## src/rtl/mc_ctrl.sv

```systemverilog
// mc_ctrl: multicycle control unit for a MIPS subset (FETCH/DECODE/EXEC/MEM/WB).
// Control outputs decode combinationally from state and instruction fields; instr_cnt counts retirements.
module mc_ctrl (
  input  logic        clk,
  input  logic        reset,
  input  logic [5:0]  opcode,
  input  logic [5:0]  funct,
  input  logic        zero,
  output logic        PCWr,
  output logic [1:0]  PCsrc,
  output logic        IRWr,
  output logic        RegWr,
  output logic        MemWr,
  output logic        ALUSrc,
  output logic        ExtOp,
  output logic [1:0]  RegDst,
  output logic [1:0]  MemtoReg,
  output logic [1:0]  ALUOp,
  output logic [2:0]  state,
  output logic [31:0] instr_cnt
);

  typedef enum logic [2:0] {
    FETCH  = 3'd0,
    DECODE = 3'd1,
    EXEC   = 3'd2,
    MEM    = 3'd3,
    WB     = 3'd4
  } state_t;

  state_t cur, nxt;

  logic is_r, is_addu, is_subu, is_jr, is_ori, is_lw, is_sw, is_beq, is_lui, is_j, is_jal;
  logic illegal;
  logic pc_wr, ir_wr, reg_wr, mem_wr;
  logic retire;

  always_comb begin
    is_r    = (opcode == 6'b000000);
    is_addu = is_r && (funct == 6'b100001);
    is_subu = is_r && (funct == 6'b100011);
    is_jr   = is_r && (funct == 6'b001000);
    is_ori  = (opcode == 6'b001101);
    is_lw   = (opcode == 6'b100011);
    is_sw   = (opcode == 6'b101011);
    is_beq  = (opcode == 6'b000100);
    is_lui  = (opcode == 6'b001111);
    is_j    = (opcode == 6'b000010);
    is_jal  = (opcode == 6'b000011);
    illegal = !(is_addu || is_subu || is_jr || is_ori || is_lw || is_sw ||
                is_beq || is_lui || is_j || is_jal);
  end

  always_comb begin
    nxt      = FETCH;
    pc_wr    = 1'b0;
    ir_wr    = 1'b0;
    reg_wr   = 1'b0;
    mem_wr   = 1'b0;
    PCsrc    = '0;
    ALUSrc   = 1'b0;
    ExtOp    = 1'b0;
    RegDst   = '0;
    MemtoReg = '0;
    ALUOp    = '0;

    // ALU controls stay at their EXEC values through MEM and WB to keep operands stable
    if (cur == EXEC || cur == MEM || cur == WB) begin
      ALUSrc = is_ori || is_lw || is_sw || is_lui;
      ExtOp  = is_lw || is_sw || is_beq;
      if (is_subu || is_beq)  ALUOp = 2'b01;
      else if (is_ori)        ALUOp = 2'b10;
      else if (is_lui)        ALUOp = 2'b11;
    end

    case (cur)
      FETCH: begin
        ir_wr = 1'b1;
        pc_wr = 1'b1;
        nxt   = DECODE;
      end
      DECODE: begin
        if (is_j || is_jal) begin
          pc_wr = 1'b1;
          PCsrc = 2'b10;
        end
        if (is_jal) begin
          reg_wr   = 1'b1;
          RegDst   = 2'b10;
          MemtoReg = 2'b10;
        end
        if (is_jr) begin
          pc_wr = 1'b1;
          PCsrc = 2'b11;
        end
        nxt = (is_j || is_jal || is_jr || illegal) ? FETCH : EXEC;
      end
      EXEC: begin
        if (is_beq) begin
          PCsrc = 2'b01;
          pc_wr = zero;
          nxt   = FETCH;
        end else if (is_lw || is_sw) begin
          nxt = MEM;
        end else begin
          nxt = WB;
        end
      end
      MEM: begin
        mem_wr = is_sw;
        nxt    = is_lw ? WB : FETCH;
      end
      WB: begin
        reg_wr   = 1'b1;
        RegDst   = (is_addu || is_subu) ? 2'b01 : 2'b00;
        MemtoReg = is_lw ? 2'b01 : 2'b00;
        nxt      = FETCH;
      end
      default: nxt = FETCH;
    endcase
  end

  assign retire = (cur != FETCH) && (nxt == FETCH);

  always_ff @(posedge clk or posedge reset) begin
    if (reset) begin
      cur       <= FETCH;
      instr_cnt <= '0;
    end else begin
      cur <= nxt;
      if (retire) instr_cnt <= instr_cnt + 32'd1;
    end
  end

  // Write enables are masked directly by reset so an aborted instruction cannot write
  assign PCWr  = pc_wr  && !reset;
  assign IRWr  = ir_wr  && !reset;
  assign RegWr = reg_wr && !reset;
  assign MemWr = mem_wr && !reset;
  assign state = cur;

endmodule

```

## config.mk

```make
export PLATFORM = sky130hd
export DESIGN_NAME = mc_ctrl
export DESIGN_NICKNAME = d
export VERILOG_FILES = /design/src/rtl/mc_ctrl.sv
export SDC_FILE = /design/constraint.sdc
export NUM_CORES = 1
export LEC_CHECK = 0
export BUFFER_PORTS_ARGS = -buffer_cell sky130_fd_sc_hd__buf_4
export CORE_MARGIN = 2
export CORE_UTILIZATION = 25
export CTS_CLUSTER_DIAMETER = 150
export CTS_CLUSTER_SIZE = 30
export DETAILED_ROUTE_END_ITERATION = 10
export MAX_ROUTING_LAYER = met4
export PLACE_DENSITY_LB_ADDON = 0.3
export SLEW_MARGIN = 5
export SYNTH_ARGS = -nofsm -noshare
export SYNTH_HDL_FRONTEND = slang
export SYNTH_SLANG_ARGS = --single-unit
```

## constraint.sdc

```tcl
create_clock -name clk -period 4.64 [get_ports clk]
set_input_delay 0.232 -clock clk [delete_from_list [all_inputs] [get_ports clk]]
set_output_delay 0.232 -clock clk [all_outputs]
set_load 0.05 [all_outputs]
```

==> flow_metrics.env <==
export IMPL_floorplan_rows=32
export IMPL_synth_area_leader_cell="dfrtp_1"
export IMPL_worstPathArrival_ns=2.29
export IMPL_synth_cell_types=42
export IMPL_hold_viol=0
export IMPL_die_area_sq_um=8546
export IMPL_io_pins=64
export IMPL_timing_worst_setup_path_type="flip-flop to flip-flop"
export IMPL_postLayoutCellArea_sq_um=2620
export IMPL_status="complete, no violations"
export IMPL_ctsResizeCount=0
export IMPL_hold_buffers=0
export IMPL_ant_nets=0
export IMPL_grt_pass1_wl_um=7576
export IMPL_peakVddDrop_mv=0.1924
export IMPL_crit_fanout=24
export IMPL_synth_seq_cells=35
export IMPL_clock_latency_ns=0.28
export IMPL_port_buffers=63
export IMPL_cp_slowest_cell="dfrtp_1"
export IMPL_tightest_slew_ns=0.6424
export IMPL_cts_tree="built"
export IMPL_maxCapViolCount=0
export IMPL_postCtsSetupBuffers=0
export IMPL_cellPowerDensity_nw_per_um2=398.8
export IMPL_dp_hpwl_um=3490
export IMPL_antenna_cells=0
export IMPL_start_util=0.2557
export IMPL_syn_inst=192
export IMPL_grt_max_degree=36
export IMPL_rsz0062_at_grt="no"
export IMPL_grt_overflow=0
export IMPL_gp_congestion=0.7767
export IMPL_syn_num_nets=208
export IMPL_yosys_warnings=0
export IMPL_cp_top_family="compound AO/OA/AOI/OAI gates"
export IMPL_path_buf_inv=0
export IMPL_finalSetupViolations=0
export IMPL_slowest_delay_ns=0.56
export IMPL_ys_top_cells_by_area="dfrtp_1, xnor2_1, nand4_1"
export IMPL_vias=1637
export IMPL_min_period_ns=2.119
export IMPL_routed_wl_um=4710
export IMPL_drt_pass1_iter_count=4
export IMPL_slew_viol_final=0
export IMPL_setup_tns_ns=0
export IMPL_track_usage=0.1134
export IMPL_post_drt_wl_per_cell_um=13.12
export IMPL_crit_required_ns=4.81
export IMPL_drc=0
export IMPL_synth_edf_count=0
export IMPL_root_buffer="clkbuf_8"
export IMPL_die_x_um=92.45
export IMPL_drive_gt1_frac=0.3230
export IMPL_antenna_found_initial=0
export IMPL_cts_buffer_depth=2
export IMPL_cts_max_level=2
export IMPL_synth_common_cells="dfrtp_1, xnor2_1, nand2_1"
export IMPL_slew_headroom=0.5708
export IMPL_cts_buffers=5
export IMPL_via_per_inst=4.560
export IMPL_syn_mean_instance_area_sq_um=10.19
export IMPL_cp_start_kind="flip-flop"
export IMPL_grt_pass1_vias=1514
export IMPL_cts_sink_count=35
export IMPL_end_kind="flip-flop"
export IMPL_layout_nets=272
export IMPL_ys_flop_type="dfrtp_1"
export IMPL_finalClockSkew_ns=0.002013
export IMPL_hp_class="input pin to async pin"
export IMPL_fillers=795
export IMPL_synthArstFlopShare=1.000
export IMPL_core_area_sq_um=7647
export IMPL_synth_area_sq_um=1956
export IMPL_synth_top_cell_area_share=0.4479
export IMPL_path_cells="or2_2, a41o_1, o31ai_4, a21oi_4, nand4_1, xnor2_1"
export IMPL_yosysMostFrequentCell="dfrtp_1"
export IMPL_drtIter0Drc=94
export IMPL_fmax_mhz=471.9
export IMPL_ys_seq_area_frac=0.4479
export IMPL_die_h_um=92.45
export IMPL_fin_crit_sh=0.4567
export IMPL_clk_pin_slew_worst_paths_ns=0.07
export IMPL_area_delta_synth_final_pct=33.97
export IMPL_placed_cell_area_sq_um=2520
export IMPL_total_leakage_power_nw=1.183
==> worst min-delay path: cells and delay by family <==
kind                   cells  cell delay (ns)
buffers and inverters      3             0.56
==> through the flow <==
stage / std cells / total power, mW / setup slack, ns / util / hold WS (ns)
global placement: 351 / 0.8096 / 2.562 / 0.3295 / 0.4065
finish: 359 / 1.045 / 2.521 / 0.3426 / 0.07488
CTS: 359 / 1.056 / 2.543 / 0.3426 / 0.09659
detailed placement: 351 / 0.8129 / 2.517 / 0.3295 / 0.4054
floorplan: 192 / 0.7012 / 1.622 / - / 0.3863
global route: 359 / 1.095 / 2.414 / 0.3426 / 0.1408
==> path summary, 6_finish.rpt <==
kind / from / to / slack (ns) / depth (start not counted)
setup / recovery: state[2] / instr_cnt[7] / 2.52 / 6
hold / removal: reset / state[1] / 0.07 / 3
setup reg to reg: state[2] / instr_cnt[7] / 2.52 / 6
hold reg to reg: instr_cnt[31] / instr_cnt[31] / 0.48 / 1
max in group asynchronous: reset / state[0] / 4.25 / 3
min in group clk: opcode[4] / state[0] / 0.38 / 4
==> kinds of logic (layout without fill, tap and decap cells) <==
kind of cell / Yosys count / in the layout / synth area share
buffers and inverters: 12 / 77 / 0.03199
AND/OR/NAND/NOR: 95 / 95 / 0.2815
flip-flops: 35 / 35 / 0.4479
multiplexers: 3 / 3 / 0.01599
AO/OA/AOI/OAI: 15 / 15 / 0.07742
adder cells (fa/ha/maj): 1 / 1 / 0.006397
XOR/XNOR: 31 / 31 / 0.1388
==> cell usage in the layout, fill, tap and decap left out, types with 2 or more instances in the layout <==
| cell | instances |
|---|---|
| a21oi_1 | 4 |
| a41o_1 | 2 |
| and2_1 | 4 |
| and3_1 | 6 |
| and4_1 | 5 |
| buf_4 | 64 |
| clkbuf_8 | 7 |
| dfrtp_1 | 35 |
| inv_1 | 5 |
| mux2i_1 | 2 |
| nand2_1 | 17 |
| nand3_1 | 14 |
| nand4_1 | 16 |
| nor2_1 | 16 |
| nor2b_1 | 2 |
| nor3_1 | 2 |
| nor3b_1 | 2 |
| o21ai_0 | 2 |
| xnor2_1 | 30 |
==> registers in the layout (all words and copies together) (netlist names) <==
| signal | flops |
|---|---|
| state | 3 |
| instr_cnt | 32 |
==> where the power goes <==
group | internal [mW] | total, mW | leakage [nW] | switching, mW
clock network | 0.135 | 0.241 | 0.0515 | 0.105
registers | 0.340 | 0.388 | 0.475 | 0.0483
logic | 0.132 | 0.416 | 0.657 | 0.284
==> cell type report <==
class,count,area (sq um),share of cell area
Tap cell,102,127.6,0.04871
Clock buffer,8,100.1,0.03820
Sequential cell,35,875.8,0.3343
Timing Repair Buffer,64,480.5,0.1834
Multi-Input combinational cell,145,1017,0.3883
Inverter,5,18.77,0.007163
==> metal layers <==
| metal | vias up | track usage | wire (um) |
|---|---|---|---|
| li1 | 806 | - | - |
| met1 | 791 | 0.1476 | 2166 |
| met2 | 37 | 0.1807 | 2324 |
| met3 | 3 | 0.02848 | 198 |
| met4 | 0 | 0.02239 | 20 |
| met5 | - | - | 0 |
(Power assumes the default switching activity.)
